### src/rtl/mips_mem_pkg.sv
// Shared encodings for the narrow-store read-modify-write unit.
// Store types, FSM state codes and the default ack timeout.
package mips_mem_pkg;

   localparam logic [1:0] ST_SW  = 2'b00;
   localparam logic [1:0] ST_SH  = 2'b01;
   localparam logic [1:0] ST_SB  = 2'b10;
   localparam logic [1:0] ST_BAD = 2'b11;

   localparam logic [1:0] S_IDLE  = 2'd0;
   localparam logic [1:0] S_READ  = 2'd1;
   localparam logic [1:0] S_WRITE = 2'd2;
   localparam logic [1:0] S_DONE  = 2'd3;

   localparam int TIMEOUT_DEF = 16;

   function automatic logic is_misaligned(
      input logic [1:0] t,
      input logic [1:0] a
   );
      return (t == ST_BAD)
          || (t == ST_SW && a != 2'b00)
          || (t == ST_SH && a[0]);
   endfunction

endpackage

### src/rtl/byte_lane_merge.sv
// Little-endian lane merge of store data into an old memory word.
// sb replaces one byte lane, sh one half lane, sw the whole word.
module byte_lane_merge
   import mips_mem_pkg::*;
(
   input  logic [31:0] old,
   input  logic [31:0] data,
   input  logic [1:0]  stype,
   input  logic [1:0]  off,
   output logic [31:0] word
);

   always_comb begin
      word = old;
      unique case (1'b1)
         stype == ST_SB: word[{off, 3'b000} +: 8]         = data[7:0];
         stype == ST_SH: word[{off[1], 4'b0000} +: 16]    = data[15:0];
         stype == ST_SW: word                             = data;
         default: ;
      endcase
   end

endmodule

### src/rtl/store_narrow_rmw.sv
// Store unit: sw writes directly, sh/sb do read-merge-write.
// Misaligned stores finish without touching memory.
module store_narrow_rmw
   import mips_mem_pkg::*;
#(
   parameter int TIMEOUT = TIMEOUT_DEF
) (
   input  logic        clk,
   input  logic        rst,
   input  logic        start,
   input  logic [1:0]  store_type,
   input  logic [31:0] addr,
   input  logic [31:0] wdata,
   output logic        busy,
   output logic        done,
   output logic        misaligned,
   output logic        timeout,
   output logic        mem_req,
   output logic        mem_we,
   output logic [31:0] mem_addr,
   output logic [31:0] mem_wdata,
   input  logic        mem_ack,
   input  logic [31:0] mem_rdata
);

   localparam int CW = $clog2(TIMEOUT + 1);
   localparam logic [CW-1:0] LIM = CW'(TIMEOUT - 1);

   logic [1:0]    state;
   logic [1:0]    stype_r;
   logic [1:0]    off_r;
   logic [31:0]   wdata_r;
   logic          mis_r;
   logic          to_r;
   logic [CW-1:0] cnt;
   logic [31:0]   merged;

   byte_lane_merge u_merge (
      .old   (mem_rdata),
      .data  (wdata_r),
      .stype (stype_r),
      .off   (off_r),
      .word  (merged)
   );

   always_ff @(posedge clk) begin
      if (rst) begin
         state      <= S_IDLE;
         stype_r    <= ST_SW;
         off_r      <= 2'b00;
         wdata_r    <= '0;
         mis_r      <= 1'b0;
         to_r       <= 1'b0;
         cnt        <= '0;
         busy       <= 1'b0;
         done       <= 1'b0;
         misaligned <= 1'b0;
         timeout    <= 1'b0;
         mem_req    <= 1'b0;
         mem_we     <= 1'b0;
         mem_addr   <= '0;
         mem_wdata  <= '0;
      end else begin
         unique case (state)
            S_IDLE: begin
               done       <= 1'b0;
               misaligned <= 1'b0;
               timeout    <= 1'b0;
               if (start) begin
                  stype_r <= store_type;
                  off_r   <= addr[1:0];
                  wdata_r <= wdata;
                  busy    <= 1'b1;
                  cnt     <= '0;
                  to_r    <= 1'b0;
                  mis_r   <= is_misaligned(store_type, addr[1:0]);
                  if (is_misaligned(store_type, addr[1:0])) begin
                     state <= S_DONE;
                  end else if (store_type == ST_SW) begin
                     mem_addr  <= {addr[31:2], 2'b00};
                     mem_wdata <= wdata;
                     mem_req   <= 1'b1;
                     mem_we    <= 1'b1;
                     state     <= S_WRITE;
                  end else begin
                     mem_addr <= {addr[31:2], 2'b00};
                     mem_req  <= 1'b1;
                     mem_we   <= 1'b0;
                     state    <= S_READ;
                  end
               end
            end
            S_READ: begin
               if (mem_ack) begin
                  mem_wdata <= merged;
                  mem_req   <= 1'b0;
                  cnt       <= '0;
                  state     <= S_WRITE;
               end else if (cnt == LIM) begin
                  mem_req <= 1'b0;
                  to_r    <= 1'b1;
                  state   <= S_DONE;
               end else begin
                  cnt <= cnt + 1'b1;
               end
            end
            S_WRITE: begin
               // coming from READ, req idles one cycle before the write
               if (!mem_req) begin
                  mem_req <= 1'b1;
                  mem_we  <= 1'b1;
                  cnt     <= '0;
               end else if (mem_ack) begin
                  mem_req <= 1'b0;
                  mem_we  <= 1'b0;
                  state   <= S_DONE;
               end else if (cnt == LIM) begin
                  mem_req <= 1'b0;
                  mem_we  <= 1'b0;
                  to_r    <= 1'b1;
                  state   <= S_DONE;
               end else begin
                  cnt <= cnt + 1'b1;
               end
            end
            S_DONE: begin
               done       <= 1'b1;
               misaligned <= mis_r;
               timeout    <= to_r;
               busy       <= 1'b0;
               mem_we     <= 1'b0;
               state      <= S_IDLE;
            end
         endcase
      end
   end

endmodule

### config.mk
export PLATFORM = sky130hd
export DESIGN_NAME = store_narrow_rmw
export DESIGN_NICKNAME = d
export VERILOG_FILES = /design/src/rtl/mips_mem_pkg.sv /design/src/rtl/byte_lane_merge.sv /design/src/rtl/store_narrow_rmw.sv
export SDC_FILE = /design/constraint.sdc
export NUM_CORES = 1
export LEC_CHECK = 0
export BUFFER_PORTS_ARGS = -buffer_cell sky130_fd_sc_hd__buf_2
export CAP_MARGIN = 20
export CORE_ASPECT_RATIO = 0.6
export CORE_MARGIN = 2
export CORE_UTILIZATION = 35
export DETAILED_ROUTE_END_ITERATION = 7
export PLACE_DENSITY = 0.68
export SYNTH_ARGS = -nofsm -noshare
export SYNTH_HDL_FRONTEND = slang
export SYNTH_HIERARCHICAL = 1
export SYNTH_SLANG_ARGS = --single-unit
### constraint.sdc
create_clock -name clk -period 3.3 [get_ports clk]
set_input_delay 0.165 -clock clk [delete_from_list [all_inputs] [get_ports clk]]
set_output_delay 0.165 -clock clk [all_outputs]
set_load 0.01 [all_outputs]
# ---- Word level (Yosys, flattened, before mapping)
# Cells that the tools add are included.
dict set report classes {
  n_addsub 3
  eq_ne 16
  shift 4
  muxes 45
  bitwise 1
  reduce_logical 21
}
# cell n
set op_table {}
lappend op_table {{32-bit two-way mux} 4}
lappend op_table {{32-bit one-hot mux with 3 select lines} 1}
lappend op_table {{32-bit bitwise mux} 2}
lappend op_table {{32-bit one-hot mux with 2 select lines} 1}
lappend op_table {{16-bit by 7-bit variable shift with 32-bit output (first input constant)} 1}
lappend op_table {{8-bit by 7-bit variable shift with 32-bit output (first input constant)} 1}
lappend op_table {{16-bit by 7-bit indexed part select with 32-bit output} 1}
lappend op_table {{8-bit by 7-bit indexed part select with 32-bit output} 1}
lappend op_table {{5-bit two-way mux} 5}
lappend op_table {{1-bit two-way mux} 16}
lappend op_table {{5-bit one-hot mux with 3 select lines} 1}
lappend op_table {{2-bit two-way mux} 7}
lappend op_table {{5-bit negation with 7-bit output} 2}
lappend op_table {{2-bit inequality test (second input constant)} 5}
lappend op_table {{1-bit one-hot mux with 3 select lines} 3}
lappend op_table {{3-bit AND reduction} 3}
lappend op_table {{2-bit == test (second input constant)} 4}
lappend op_table {{1-bit one-hot mux with 2 select lines} 4}
lappend op_table {{2-bit one-hot mux with 4 select lines} 1}
lappend op_table {{4-bit AND reduction} 2}
lappend op_table {{2-bit by 1-bit == test with 1-bit output (second input constant)} 3}
lappend op_table {{2-bit logical NOT} 3}
lappend op_table {{3-bit inequality test (second input constant)} 2}
lappend op_table {{2-bit AND reduction} 3}
lappend op_table {{other kinds (9)} 14}
dict set report word_totals {
  reg_bits 113
  inputBits 102
  out_inout_bits 70
}

# ---- Depth between registers and ports, before layout
dict set report logic_depth {
  word_depth 7
  mapped_depth 10
  ltp_nobuf 7
}

# ---- Modules after synthesis
# Netlist, hierarchy kept.
# module n_inst cells_per_inst area_each_um2
set by_module_without_submodules {}
lappend by_module_without_submodules {store_narrow_rmw 1 555 4884.7}
lappend by_module_without_submodules {byte_lane_merge 1 174 1162.4}

# ---- Least setup slack after synthesis
# Ideal clock, no wire load.
dict set report synth_timing {
  kind {register -> register}
  start {reg off_r[1]}
  end {reg mem_wdata[29]}
  setup_ps 143
  arrival_ps 2174
  t_required_ps 3157
  slack_ps 983
  stages_incl_launch_ff 10
  synth_period_minus_slack_ps 2317
  cell_sequence {dfxtp_1 > buf_2 > buf_2 > inv_1 > ha_1 > and4bb_4 > a32o_1 > a221o_1 > mux2i_1 > a211oi_2}
}
dict set report synth_between {
  elab_chain_cells 6
}
# item line_no
set synth_lines {}
lappend synth_lines {{from (decl)} store_narrow_rmw.sv:31} ;# logic [1:0] off_r;
lappend synth_lines {{from (signal assigned)} store_narrow_rmw.sv:71} ;# off_r <= addr[1:0];
lappend synth_lines {{5-bit negation with 7-bit output (on tied branches)} {byte_lane_merge.sv:17, byte_lane_merge.sv:16}}
lappend synth_lines {{16-bit by 7-bit indexed part select with 32-bit output, or another cell as far along} byte_lane_merge.sv:17} ;# stype == ST_SH: word[{off[1], 4'b0000} +: 16] = data[15:0];
lappend synth_lines {{32-bit bitwise mux (on tied branches)} {byte_lane_merge.sv:17, byte_lane_merge.sv:16}}
lappend synth_lines {{32-bit one-hot mux with 3 select lines (*)} byte_lane_merge.sv:15} ;# unique case (1'b1)
lappend synth_lines {{via merged[29]} store_narrow_rmw.sv:36} ;# logic [31:0] merged;
lappend synth_lines {{32-bit two-way mux (*)} store_narrow_rmw.sv:94} ;# if (mem_ack) begin
lappend synth_lines {{32-bit one-hot mux with 2 select lines (*)} store_narrow_rmw.sv:64} ;# unique case (state)
lappend synth_lines {{to (signal assigned)} store_narrow_rmw.sv:81} ;# mem_wdata <= wdata;
lappend synth_lines {{to (signal assigned)} store_narrow_rmw.sv:95} ;# mem_wdata <= merged;
lappend synth_lines {{to (decl)} store_narrow_rmw.sv:21} ;# output logic [31:0] mem_wdata,
# The timed path passes the listed nets; every way through them passes the cells marked *. The select of a mux whose other input is x is not followed.
# A chain may end at the register's enable or synchronous reset.

# ---- Worst setup path in the final report
dict set report layout_timing {
  start {reg off_r[0]}
  end {reg mem_wdata[20]}
}
dict set report layout_between {
  elab_chain_cells 6
}
# item line_no
set layout_lines {}
lappend layout_lines {{5-bit negation with 7-bit output (*)} byte_lane_merge.sv:16} ;# stype == ST_SB: word[{off, 3'b000} +: 8] = data[7:0];
lappend layout_lines {{8-bit by 7-bit indexed part select with 32-bit output or 8-bit by 7-bit variable shift with 32-bit output (tied branches)} byte_lane_merge.sv:16}
lappend layout_lines {{32-bit bitwise mux (*)} byte_lane_merge.sv:16}
lappend layout_lines {{32-bit one-hot mux with 3 select lines (*)} byte_lane_merge.sv:15}
lappend layout_lines {{via merged[20]} store_narrow_rmw.sv:36}
lappend layout_lines {{32-bit two-way mux (*)} store_narrow_rmw.sv:94}
lappend layout_lines {{32-bit one-hot mux with 2 select lines (*)} store_narrow_rmw.sv:64}
# Marked as above.

==> Implementation_results.wiki <==
{| class="wikitable"
! Metric !! Value
|-
| Outcome || completed
|-
| Hold path cells || 3
|-
| Proportion of synthesized flip-flops having asynchronous set or reset || 0%
|-
| Worst hold margin || 0.0124 ns
|-
| CTS tree || built
|-
| Number of enable flip-flop cells after synthesis || 0
|-
| Clock Root Buffer || sky130_fd_sc_hd__clkbuf_16
|-
| Worst reg2reg path depth || 7
|-
| Std-Cell Rows || 37
|-
| Initial DRT Pass Iterations || 5
|-
| Area share of the largest cell type after synthesis || 37.4%
|-
| Antenna diode count || 0
|-
| Number of primary I/O pins || between 150 and 200
|-
| Count of clock tree sinks || about 110
|-
| Count of antenna-violating nets left after detailed routing || 0
|-
| Total power divided by cell area || approximately 760 nW/um2
|-
| Worst slew margin || between 30 and 40%
|-
| Worst min-delay path category || input pin to register
|-
| Post-detailed-route via-to-cell ratio || 5.55
|-
| Area of the die || approximately 18000 um2
|-
| Clock H-tree levels || 4
|-
| Total congestion overflow || 0
|-
| First-pass GRT wire length || 32.6 mm
|-
| Iteration-0 DRC Markers || 700
|-
| Max Buffers Root-to-Sink || 2
|-
| CP max FO || 8
|-
| Post-Synth Adder-Cell Area || ~2.5%
|-
| Clock Skews || between 0.008 and 0.009 ns
|-
| Aggregate negative setup slack || 0 ns
|-
| Number of remaining DRC errors || 0
|-
| Combinational family with the most area after synthesis || compound AO/OA/AOI/OAI gates
|-
| Post-CTS setup-driven buffer insertion count || 0
|-
| Main flop type after synthesis || sky130_fd_sc_hd__dfxtp_1
|-
| Cells resized by post-CTS repair || 0
|-
| Vias in the first global route || between 5000 and 6000
|-
| Final critical-path required period || 2.24 ns
|-
| Sum of internal, switching and leakage power || 5.98 mW
|-
| Synthesized instance count || about 730
|-
| Portion of the clock cycle consumed by the worst path in the final layout || 67.9%
|-
| Final Setup Violations || 0
|-
| Net count, final || 1000
|-
| Cell type contributing the most total cell area after synthesis || sky130_fd_sc_hd__dfxtp_1
|-
| Area of the core || about 17000 um2
|-
| Flops & latches, synth || 113
|-
| Area share of xor/xnor cells in the synthesized design || 0%
|-
| Post-Synthesis Cell Area || 6050 um2
|-
| CTS Buf Count || 17
|-
| Layout cells sized above 1 || 28.7%
|-
| Startpoint types || register
|-
| Cell leakage power || between 3 and 4 nW
|-
| Effective utilization at floorplan || between 30 and 40%
|-
| Later-pin clock latency in the skew report || about 0.41 ns
|-
| Wire length per cell after detailed routing || roughly 18 um
|-
| Quantity of I/O buffers inserted on ports || between 150 and 200
|-
| Hpwl dp || 14.1 mm
|-
| Total detailed-routing wirelength || just over 20 mm
|-
| RSZ-0062 raised after global routing || no
|-
| Via total after detailed routing || between 6000 and 7000
|-
| Start of the worst register-to-register path || off_r[0]
|-
| Hold wc startpoint || wdata[9]
|-
| Worst reg2reg endpoint || mem_wdata[20]
|-
| Floorplan die width || approximately 170 um
|-
| Reported max-cap violation count || 0
|-
| Count of hold buffers inserted by post-cts repair || 24
|-
| Yosys warnings || 6
|-
| Post-synthesis cell type count || 57
|-
| Share of the synthesized area in compound gates (AO/OA/AOI/OAI) || between 30 and 40%
|-
| CP arrival || 2.57 ns
|-
| Clock slew at the register clock pins of the worst setup and hold paths || 0.06 ns
|-
| Data required time of the critical path || ~3.6 ns
|-
| Post-synthesis sequential area ratio || a little under two fifths
|-
| Maximum ir drop on the vdd rail || ~0.00039 V
|-
| Proportion of synthesized area in mux cells || under 10%
|-
| Post-synthesis share of cell area spent on and, or, nand and nor gates || about 15%
|-
| Top area cells in the synthesized netlist || sky130_fd_sc_hd__dfxtp_1 37%, sky130_fd_sc_hd__a21oi_1 11%, sky130_fd_sc_hd__a211oi_2 6.2%, sky130_fd_sc_hd__nand2_1 5.5%, sky130_fd_sc_hd__mux2i_1 5.3%
|-
| Area growth syn-to-layout || 30.0%
|-
| Setup Crit Path Kind || register to register
|-
| Average cell area after synthesis || 8.29 um2
|-
| Final cell utilization of the core || roughly 46%
|-
| Actual slew at the worst max-slew pin || about 0.90 ns
|-
| Number of failing hold endpoints at the final stage || 0
|-
| Number of slew-limit violations in the final report || 0
|-
| GP Congestion || about 0.86
|-
| Fmax || ~450 MHz
|-
| Kind of capture point of the worst setup path || register
|-
| Worst setup slack for register-to-register paths || 1.06 ns
|-
| Antenna violations before repair || 1
|-
| End point of the worst hold path || wdata_r[9]
|-
| Global-route total usage across every layer || a little under a quarter
|-
| Die H || ~110 um
|-
| Largest net degree at the start of global routing || between 70 and 80
|}
-- how the worst max path moves through the flow --
stage | startpoint | to | slack [ns] | cells after the start
floorplan | off_r[1] | mem_wdata[29] | 0.98 | 9
global placement | off_r[0] | mem_wdata[29] | 1.16 | 7
detailed placement | off_r[0] | mem_wdata[20] | 1.11 | 7
CTS | off_r[0] | mem_wdata[29] | 1.11 | 7
global route | off_r[0] | mem_wdata[20] | 0.89 | 7
finish | off_r[0] | mem_wdata[20] | 1.06 | 7
-- cell usage after synthesis (all sizes together) (2+ instances only) --
cell and instances:
o21bai 3, and3 2, a221o 12, nand4 3
nor2b 5, and4bb 3, mux2i 32, a32o 7
buf 28, a21oi 133, clkbuf 41, nand3 46
a211oi 37, o221ai 4, o21ai 48, or3 2
nand2 89, a22oi 13, nor2 8, nor3b 2
ha 12, and4b 2, a32oi 11, nor4 2
o31ai 2, nor3 2, nand2b 17, a2111oi 2
o22ai 8, inv 22, dfxtp 113, and2 2
a21o 2
-- cells in the final DEF (no fill, tap or decap), drive strengths merged, types with 3 or more instances in the layout --
master       synthesis  layout
nand2               89      89
a22oi               13      13
ha                  12      12
a32o                 7       7
buf                 28     182
mux2i               32      32
a211oi              37      37
nor2                 8       8
bufinv               0       3
dfxtp              113     113
a221o               12      12
clkinv               0       8
o22ai                8       8
o21ai               48      48
nand3               46      46
inv                 22      24
nand2b              17      17
nand4                3       3
a32oi               11      11
nor2b                5       5
o221ai               4       4
dlygate4sd3          0      24
o21bai               3       3
clkbuf              41      17
and4bb               3       3
a21oi              133     133
-- cell type report --
type | instances | area, um2
clock buffers | 17 | 425
clock inverters | 15 | 185
fillers | 1728 | 9170
inverters | 22 | 82.6
multi-input cells | 526 | 3400
flip-flops and latches | 113 | 2260
well taps | 234 | 293
repair buffers | 206 | 1210
-- worst max-delay path, cell delays in order (launching register included) --
cell and delay, ns:
sky130_fd_sc_hd__dfxtp_1 0.48, sky130_fd_sc_hd__inv_1 0.13, sky130_fd_sc_hd__ha_1 0.27, sky130_fd_sc_hd__nor2_1 0.40
sky130_fd_sc_hd__a31oi_1 0.27, sky130_fd_sc_hd__o221ai_1 0.24, sky130_fd_sc_hd__mux2i_1 0.12, sky130_fd_sc_hd__a211oi_2 0.24
-- state kept, by name (all words and copies together) (netlist names) --
name / count
mem_wdata: 32
wdata_r: 32
mem_addr: 30
cnt: 5
off_r: 2
state: 2
stype_r: 2
busy: 1
done: 1
mem_req: 1
mem_we: 1
mis_r: 1
misaligned: 1
timeout: 1
to_r: 1
-- kinds of logic after synthesis --
logic type,Yosys count
AO/OA/AOI/OAI,293
adder cells (fa/ha/maj),12
buffers and inverters,91
flip-flops,113
multiplexers,32
other,1
AND/OR/NAND/NOR,187
-- power breakdown --
part | switching [mW] | internal (mW)
clock | 0.707 | 1.20
sequential | 0.219 | 1.61
combinational | 1.39 | 0.858
total | 2.32 | 3.67
-- metal layers --
layer / global-route usage, % / up-vias / share of wire [%]
li1: - / 2995 / -
met1: 33.3 / 2947 / 48
met2: 30.4 / 319 / 40
met3: 7.72 / 32 / 10
met4: 6.54 / 0 / 1.7
met5: 0 / - / 0
-- stage by stage --
step / area (um2) / std cells / worst slack [ns]
after floorplan: 6050 / 730 / 0.983
after global placement: 7010 / 1077 / 1.16
after detailed placement: 7010 / 1077 / 1.11
after CTS: 7860 / 1133 / 1.11
after global routing: 7860 / 1133 / 0.892
final: 7860 / 1133 / 1.06
Note: power is estimated with default switching activity, not from simulation.
